[config.mk]
export PLATFORM = sky130hd
export DESIGN_NAME = sram_uart_tx_interface
export DESIGN_NICKNAME = d
export VERILOG_FILES = /design/src/rtl/sram_uart_tx_pkg.sv /design/src/rtl/sram_uart_tx_interface_uart_tx_byte.sv /design/src/rtl/sram_uart_tx_interface.sv
export SDC_FILE = /design/constraint.sdc
export NUM_CORES = 1
export LEC_CHECK = 0
export BUFFER_PORTS_ARGS = -buffer_cell sky130_fd_sc_hd__buf_2
export CAP_MARGIN = 15
export CELL_PAD_IN_SITES_DETAIL_PLACEMENT = 1
export CELL_PAD_IN_SITES_GLOBAL_PLACEMENT = 2
export CORE_MARGIN = 5
export CORE_UTILIZATION = 34
export CTS_CLUSTER_SIZE = 8
export DETAILED_ROUTE_END_ITERATION = 10
export PLACE_DENSITY_LB_ADDON = 0.1
export SLEW_MARGIN = 20
export SYNTH_ARGS = -nofsm -noshare
export SYNTH_HDL_FRONTEND = slang
export SYNTH_SLANG_ARGS = --single-unit
[constraint.sdc]
create_clock -name CLOCK_50_I -period 2.41 [get_ports CLOCK_50_I]
set_input_delay 0.1205 -clock CLOCK_50_I [delete_from_list [all_inputs] [get_ports CLOCK_50_I]]
set_output_delay 0.1205 -clock CLOCK_50_I [all_outputs]
set_load 0.02 [all_outputs]
[src/rtl/sram_uart_tx_pkg.sv]
// Shared types and constants for the SRAM-to-UART transmit path.
//
// Contents:
//   tx_ctrl_state_type - states of the word-fetch / byte-dispatch controller
//   tx_ser_state_type  - states of the byte serializer
//   DATA_BITS          - payload bits per UART frame
//   FRAME_BITS         - total bits per frame (start + data + [parity] + stop)
//
// Configuration macro: UART_TX_PARITY_EN
//   defined   -> 11-bit frames with an even parity bit before the stop bit
//   undefined -> plain 8N1, 10-bit frames
package sram_uart_tx_pkg;

  typedef enum logic [2:0] {
    S_TX_IDLE,
    S_TX_FETCH,
    S_TX_WAIT,
    S_TX_SEND_HI,
    S_TX_SEND_LO,
    S_TX_DRAIN,
    S_TX_DONE
  } tx_ctrl_state_type;

  typedef enum logic [2:0] {
    SER_IDLE,
    SER_START,
    SER_DATA,
    SER_PARITY,
    SER_STOP
  } tx_ser_state_type;

  localparam int DATA_BITS = 8;

`ifdef UART_TX_PARITY_EN
  localparam int FRAME_BITS = 11;
`else
  localparam int FRAME_BITS = 10;
`endif

endpackage

[src/rtl/sram_uart_tx_interface_uart_tx_byte.sv]
// uart_tx_byte: serializes one byte per handshake as a UART frame.
//
// Ports:
//   clock     in   system clock
//   reset     in   synchronous, active-high reset
//   tx_valid  in   a byte is offered on tx_data
//   tx_data   in   byte to send (sent LSB first)
//   tx_ready  out  serializer can take a byte on this edge
//   UART_TX_O out  serial line, idles high
//
// Configuration macro: UART_TX_PARITY_EN adds an even parity bit between
// data bit 7 and the stop bit.
//
// The line is a registered copy of the level implied by the current state,
// so it trails the state by one cycle. Every bit still lasts exactly
// CLKS_PER_BIT cycles, and accepting a new byte during the final stop-bit
// cycle makes the next start bit follow the stop bit with no idle gap.
module uart_tx_byte #(
  parameter int CLKS_PER_BIT = 434
) (
  input  logic       clock,
  input  logic       reset,
  input  logic       tx_valid,
  input  logic [7:0] tx_data,
  output logic       tx_ready,
  output logic       UART_TX_O
);

  import sram_uart_tx_pkg::*;

  tx_ser_state_type state_q, state_d;
  logic [15:0] baud_q, baud_d;
  logic [3:0]  bit_q, bit_d;
  logic [7:0]  shift_q, shift_d;
  logic        line_q, line_d;
  logic        baud_last;
  logic        accept;
`ifdef UART_TX_PARITY_EN
  logic        parity_q, parity_d;
`endif

  assign baud_last = (baud_q == 16'(CLKS_PER_BIT - 1));

  // Ready when idle, or in the last cycle of the stop bit (the final frame
  // position) so a following byte chains without any idle bits.
  assign tx_ready  = (state_q == SER_IDLE) ||
                     ((state_q == SER_STOP) && baud_last &&
                      (bit_q == 4'(FRAME_BITS - 1)));
  assign accept    = tx_valid && tx_ready;
  assign UART_TX_O = line_q;

  // Next-state logic: bit_q tracks the position within the frame
  // (0 = start, 1..8 = data, then optional parity, then stop).
  always_comb begin
    state_d  = state_q;
    baud_d   = baud_q;
    bit_d    = bit_q;
    shift_d  = shift_q;
`ifdef UART_TX_PARITY_EN
    parity_d = parity_q;
`endif

    case (state_q)
      SER_START:  line_d = 1'b0;
      SER_DATA:   line_d = shift_q[0];
`ifdef UART_TX_PARITY_EN
      SER_PARITY: line_d = parity_q;
`endif
      default:    line_d = 1'b1;
    endcase

    if (state_q != SER_IDLE) begin
      if (baud_last) begin
        baud_d = 16'd0;
        bit_d  = bit_q + 4'd1;
        case (state_q)
          SER_START: state_d = SER_DATA;
          SER_DATA: begin
            shift_d = {1'b0, shift_q[7:1]};
            if (bit_q == 4'(DATA_BITS)) begin
`ifdef UART_TX_PARITY_EN
              state_d = SER_PARITY;
`else
              state_d = SER_STOP;
`endif
            end
          end
          SER_PARITY: state_d = SER_STOP;
          SER_STOP:   state_d = SER_IDLE;
          default:    state_d = SER_IDLE;
        endcase
      end else begin
        baud_d = baud_q + 16'd1;
      end
    end

    if (accept) begin
      state_d  = SER_START;
      baud_d   = 16'd0;
      bit_d    = 4'd0;
      shift_d  = tx_data;
`ifdef UART_TX_PARITY_EN
      parity_d = ^tx_data;
`endif
    end
  end

  // State register; reset forces the line idle and abandons any frame.
  always_ff @(posedge clock) begin
    if (reset) begin
      state_q  <= SER_IDLE;
      baud_q   <= 16'd0;
      bit_q    <= 4'd0;
      shift_q  <= 8'd0;
      line_q   <= 1'b1;
`ifdef UART_TX_PARITY_EN
      parity_q <= 1'b0;
`endif
    end else begin
      state_q  <= state_d;
      baud_q   <= baud_d;
      bit_q    <= bit_d;
      shift_q  <= shift_d;
      line_q   <= line_d;
`ifdef UART_TX_PARITY_EN
      parity_q <= parity_d;
`endif
    end
  end

endmodule

[src/rtl/sram_uart_tx_interface.sv]
// sram_uart_tx_interface: reads a block of 16-bit SRAM words and sends
// each word over UART as two frames, high byte first.
//
// Ports:
//   CLOCK_50_I     in   system clock (50 MHz)
//   reset          in   synchronous, active-high reset
//   Start          in   one-cycle pulse starting a transfer (ignored when busy)
//   Start_address  in   first word address, sampled with Start
//   Word_count     in   number of words, sampled with Start
//   SRAM_address   out  registered read address
//   SRAM_read_data in   read data from the SRAM controller
//   SRAM_we_n      out  tied high, this block only reads
//   UART_TX_O      out  serial line, idles high
//   Busy           out  transfer in progress
//   Done           out  one-cycle pulse after the last stop bit
//
// Configuration macro: UART_TX_PARITY_EN (passed through to the serializer).
module sram_uart_tx_interface #(
  parameter int CLKS_PER_BIT  = 434,
  parameter int SRAM_READ_LAT = 2
) (
  input  logic        CLOCK_50_I,
  input  logic        reset,
  input  logic        Start,
  input  logic [17:0] Start_address,
  input  logic [17:0] Word_count,
  output logic [17:0] SRAM_address,
  input  logic [15:0] SRAM_read_data,
  output logic        SRAM_we_n,
  output logic        UART_TX_O,
  output logic        Busy,
  output logic        Done
);

  import sram_uart_tx_pkg::*;

  tx_ctrl_state_type state_q, state_d;
  logic [17:0] base_addr_q, base_addr_d;
  logic [17:0] count_q, count_d;
  logic [17:0] addr_q, addr_d;
  logic [15:0] word_q, word_d;
  logic [7:0]  wait_q, wait_d;
  logic        busy_q, busy_d;
  logic        ready_prev_q;
  logic        tx_valid;
  logic [7:0]  tx_data;
  logic        tx_ready;

  assign SRAM_address = addr_q;
  assign SRAM_we_n    = 1'b1;
  assign Busy         = busy_q;
  assign Done         = (state_q == S_TX_DONE);

  // Controller. After the low byte of a word is accepted the next word is
  // fetched straight away, so it is ready long before the serializer asks
  // for it. The serializer is idle once tx_ready has been high for two
  // consecutive cycles: the first is the final stop-bit cycle, the second
  // is true idle.
  always_comb begin
    state_d     = state_q;
    base_addr_d = base_addr_q;
    count_d     = count_q;
    addr_d      = addr_q;
    word_d      = word_q;
    wait_d      = wait_q;
    busy_d      = busy_q;
    tx_valid    = 1'b0;
    tx_data     = word_q[15:8];

    case (state_q)
      S_TX_IDLE: begin
        if (Start) begin
          base_addr_d = Start_address;
          count_d     = Word_count;
          state_d     = S_TX_FETCH;
        end
      end
      S_TX_FETCH: begin
        busy_d = 1'b1;
        if (count_q == 18'd0) begin
          state_d = S_TX_DRAIN;
        end else begin
          addr_d  = base_addr_q;
          wait_d  = 8'd0;
          state_d = S_TX_WAIT;
        end
      end
      S_TX_WAIT: begin
        if (wait_q == 8'(SRAM_READ_LAT - 1)) begin
          word_d  = SRAM_read_data;
          state_d = S_TX_SEND_HI;
        end else begin
          wait_d = wait_q + 8'd1;
        end
      end
      S_TX_SEND_HI: begin
        tx_valid = 1'b1;
        tx_data  = word_q[15:8];
        if (tx_ready) state_d = S_TX_SEND_LO;
      end
      S_TX_SEND_LO: begin
        tx_valid = 1'b1;
        tx_data  = word_q[7:0];
        if (tx_ready) begin
          if (count_q == 18'd1) begin
            state_d = S_TX_DRAIN;
          end else begin
            count_d = count_q - 18'd1;
            addr_d  = addr_q + 18'd1;
            wait_d  = 8'd0;
            state_d = S_TX_WAIT;
          end
        end
      end
      S_TX_DRAIN: begin
        if (tx_ready && ready_prev_q) begin
          busy_d  = 1'b0;
          state_d = S_TX_DONE;
        end
      end
      S_TX_DONE: state_d = S_TX_IDLE;
      default:   state_d = S_TX_IDLE;
    endcase
  end

  // Controller state register.
  always_ff @(posedge CLOCK_50_I) begin
    if (reset) begin
      state_q      <= S_TX_IDLE;
      base_addr_q  <= 18'd0;
      count_q      <= 18'd0;
      addr_q       <= 18'd0;
      word_q       <= 16'd0;
      wait_q       <= 8'd0;
      busy_q       <= 1'b0;
      ready_prev_q <= 1'b0;
    end else begin
      state_q      <= state_d;
      base_addr_q  <= base_addr_d;
      count_q      <= count_d;
      addr_q       <= addr_d;
      word_q       <= word_d;
      wait_q       <= wait_d;
      busy_q       <= busy_d;
      ready_prev_q <= tx_ready;
    end
  end

  uart_tx_byte #(
    .CLKS_PER_BIT(CLKS_PER_BIT)
  ) u_tx_byte (
    .clock    (CLOCK_50_I),
    .reset    (reset),
    .tx_valid (tx_valid),
    .tx_data  (tx_data),
    .tx_ready (tx_ready),
    .UART_TX_O(UART_TX_O)
  );

endmodule

==> summary.md <==
| Metric | Value |
|---|---|
| Slew Viols, Final | `0` |
| Synth Register Bits | `115` |
| Worst-path fanout max | `15` |
| WL met2 | `9.33 mm` |
| Met1 Routed Length | `8.88 mm` |
| First-pass GRT wire length | `30.8 mm` |
| Gr usage total | `18.8%` |
| Final HPWL DP | `12.7 mm` |
| Crit path kind | `flop to flop` |
| Sequential cell area fraction in the yosys report | `approximately 39%` |
| Hold path cells | `3` |
| Core area | `~0.017 sq mm` |
| Wire length per cell | `roughly 17 um` |
| Clk sink count | `approximately 120` |
| Detail Route met3 WL | `538 um` |
| Cell count after synthesis | `748` |
| RSZ-0062 raised after global routing | `true` |
| Setup tns final | `0 ps` |
| Post-synthesis async set-or-reset flop share | `0%` |
| Clk buf depth | `2` |
| Final period demand of the worst path | `2270 ps` |
| Critical hold path startpoint | `Start_address[0]` |
| Startpoint types | `flop` |
| Via count | `5845` |
| Power per Cell Area | `1110 mW/mm^2` |
| CTS tree | `yes` |
| Highest routed layer | `met4` |
| First DRT Iteration DRCs | `roughly 320` |
| Max Cap Viol | `0` |
| Die Wd | `142 um` |
| Largest net degree at the start of global routing | `between 60 and 70` |
| Routed Wire Length | `18.9 mm` |
| Cell variety after synth | `68` |
| Clock root buffer | `clkbuf_16` |
| Clock-pin slew on the worst setup and hold paths | `60 ps` |
| Top FF cell, synth | `dfxtp_1` |
| Max Clk Rate | `441 MHz` |
| Req. time, crit path | `2750 ps` |
| Cts bufs inserted | `17` |
| Clock Skew | `7.77 ps` |
| Avg Synthesized Cell Area | `7.89 sq um` |
| Die Y | `142 um` |
| Residual DRC | `0` |
| IO Pins | `77` |
| Initial Util | `34.4%` |
| Post-route ant nets | `0` |
| Outcome | `completed` |
| Nets | `936` |
| Initial antenna violation count | `0` |
| Vias in the first global route | `a little over 6000` |
| Peak supply drop | `about 630 uV` |
| Share of post-route cells with drive strength above 1 | `about a fifth` |
| Fin crit share | `a little over nine tenths` |
| CP endpoint kind | `flop` |
| RR Startpoint | `count_q[11]$_SDFFE_PP0P_` |
| Reg-to-Reg End | `SRAM_address[2]$_SDFFE_PP0P_` |
| Final hold violation count | `0` |
| Hold Path End | `base_addr_q[0]$_SDFFE_PP0P_` |
| # setup viols final | `0` |
| Die area | `0.0201 sq mm` |
| Seq pwr share | `between 20 and 30%` |
| Antenna diode count | `0` |
| RD Place Congestion | `0.794` |
| Layout Utilization | `around 45%` |
| Syn Nets | `814` |
| Slew HR | `50.4%` |
| DRT Pass-1 Iters | `4` |
| EDFF count, synth | `0` |
| Logic pwr share | `roughly two fifths` |
| # port buffers | `75` |
| Worst Path Arrival | `~2600 ps` |
| CTS H-tree depth | `4` |
| Leak Pwr | `a little over 3 nW` |
| Reg-to-reg slack, setup | `140 ps` |
| Synthesized area | `slightly below 0.006 sq mm` |
| Slew @ Worst Pin | `744 ps` |
| Cell row count | `48` |
| Sw frac | `38.5%` |
| Vias per std cell | `5.28` |
| Worst Hold Class | `primary input to flop` |
| Clk Latency, worst-skew pair | `410 ps` |
| R2R depth | `7` |
| Yosys warning count | `0` |
| Internal power | `0.00524 W` |
| Clock share of power | `31.1%` |
| Global route overflow | `0` |
| Total power | `0.00852 W` |
| Switch Pwr | `0.00328 W` |
| Synthesis-to-finish area growth | `30.3%` |
## metal layers
metal,track usage [%],up-vias
met5,0,-
li1,-,2906
met3,3.30,14
met4,5.25,0
met2,32.2,75
met1,24.4,2850
## stage by stage
stage / worst slack, ps / hold slack [ps] / cells / area [sq um]
3_3_place_gp: 88.0 / 351 / 1037 / 6640
5_1_grt: -4.06 / 24.5 / 1108 / 7700
2_1_floorplan: 288 / 256 / 748 / 5900
3_5_place_dp: 43.9 / 361 / 1037 / 6640
6_report: 144 / 28.9 / 1108 / 7700
4_1_cts: 42.8 / 14.6 / 1105 / 7620
## cells in the final DEF, fill, tap and decap left out, drive strengths merged, types with 3 or more instances in the layout
cell / n
nand2: 122
dfxtp: 115
buf: 114
nor2: 91
a21oi: 84
dlygate4sd3: 36
o21ai: 33
nor3: 24
nand3: 20
mux2i: 20
clkbuf: 20
inv: 13
nor4: 12
nand4: 11
xor2: 11
ha: 11
o32ai: 10
or3: 10
xnor2: 9
a311oi: 8
and3: 8
mux2: 7
clkinv: 7
a32oi: 6
o31ai: 6
a21o: 5
or2: 5
clkinvlp: 5
nor3b: 5
a211oi: 4
and4: 4
a31o: 4
or4: 4
a31oi: 4
bufinv: 3
o31a: 3
## what timing repair did
item / in CTS / in global routing
resized for setup: 0 / 10
endpoints found under the hold margin: 36 / 0
setup endpoints to repair: 0 / 35
hold buffers: 36 / 0
setup buffers: 0 / 2
## power groups by stage
stage	Clock [W]	Sequential [W]	Combinational (W)
after floorplan	0	0.00254	0.00216
after global placement	0	0.00255	0.00307
after detailed placement	0	0.00256	0.00316
after CTS	0.00270	0.00253	0.00322
after global routing	0.00277	0.00258	0.00368
final	0.00265	0.00253	0.00335
## cell usage after synthesis (all sizes together) (3+ instances only)
master  count  area share, %
o32ai      10            1.5
a21o        5           0.64
clkbuf     33            2.1
nand3      20            1.7
a211oi      4           0.51
dfxtp     115             39
a31o        4           0.59
mux2        7            1.3
nor2       91            5.8
mux2i      20            3.4
inv        13           0.83
and4        4           0.59
xor2       11            1.6
a32oi       6           0.89
nor4       12            1.8
nor3       24            2.1
or2         5           0.53
a21oi      84            7.2
o21ai      33            2.9
and3        8           0.85
clkinv      3           0.19
nand2     122            7.8
xnor2       9            1.3
or4         4           0.57
a31oi       4           0.53
nor3b       5           0.64
o31ai       6           0.76
a311oi      8            1.2
ha         11            2.3
or3        10            1.1
buf        15            1.8
nand4      11            1.2
## worst max-delay path by stage
stage                                   startpoint                       endpoint  slack [ps]  depth (start not counted)
after floorplan            count_q[4]$_SDFFE_PP0P_  SRAM_address[16]$_SDFFE_PP0P_         290                          8
after global placement    count_q[11]$_SDFFE_PP0P_   SRAM_address[2]$_SDFFE_PP0P_          90                          7
after detailed placement   count_q[5]$_SDFFE_PP0P_  SRAM_address[16]$_SDFFE_PP0P_          40                          6
after CTS                 count_q[11]$_SDFFE_PP0P_         wait_q[4]$_SDFFE_PP0P_          40                          6
after global routing      count_q[11]$_SDFFE_PP0P_   SRAM_address[2]$_SDFFE_PP0P_          -4                          7
final                     count_q[11]$_SDFFE_PP0P_   SRAM_address[2]$_SDFFE_PP0P_         140                          7
## cells by family (layout without fill, tap and decap cells)
group | count (synthesis) | after routing | synth area share [%]
and+or+nand+nor | 328 | 328 | 26.1
AOI/OAI and AO/OA | 182 | 183 | 19.9
DFF | 115 | 115 | 39.0
buffers and inverters | 64 | 198 | 4.94
muxes | 27 | 27 | 4.73
xor gates and xnor gates | 20 | 20 | 2.97
adders and majority gates | 11 | 11 | 2.33
other | 1 | 1 | 0.0635
## cell type report
class                           count  area [sq um]
Tap cell                          225           282
Fill cell                        2087          9480
Clock inverter                     12           155
Inverter                           16          60.1
Multi-Input combinational cell    570          3370
Clock buffer                       20           467
Timing Repair Buffer              150          1060
Sequential cell                   115          2300
## critical path, cell delays in order, from the launching register on
cell and delay [ps]:
dfxtp_1 310, or4_4 570, nor4_4 350, a31o_2 290, o31a_4 300, buf_4 170, o21ai_1 70, a21oi_1 140
## registers in the layout (all words and copies together), names as in the netlist
name,cells
Busy,1
SRAM_address,18
base_addr_q,18
count_q,18
ready_prev_q,1
state_q,3
u_tx_byte.UART_TX_O,1
u_tx_byte.baud_q,16
u_tx_byte.bit_q,4
u_tx_byte.shift_q,8
u_tx_byte.state_q,3
wait_q,8
word_q,16
No activity file was read; power rests on OpenSTA's default activity.
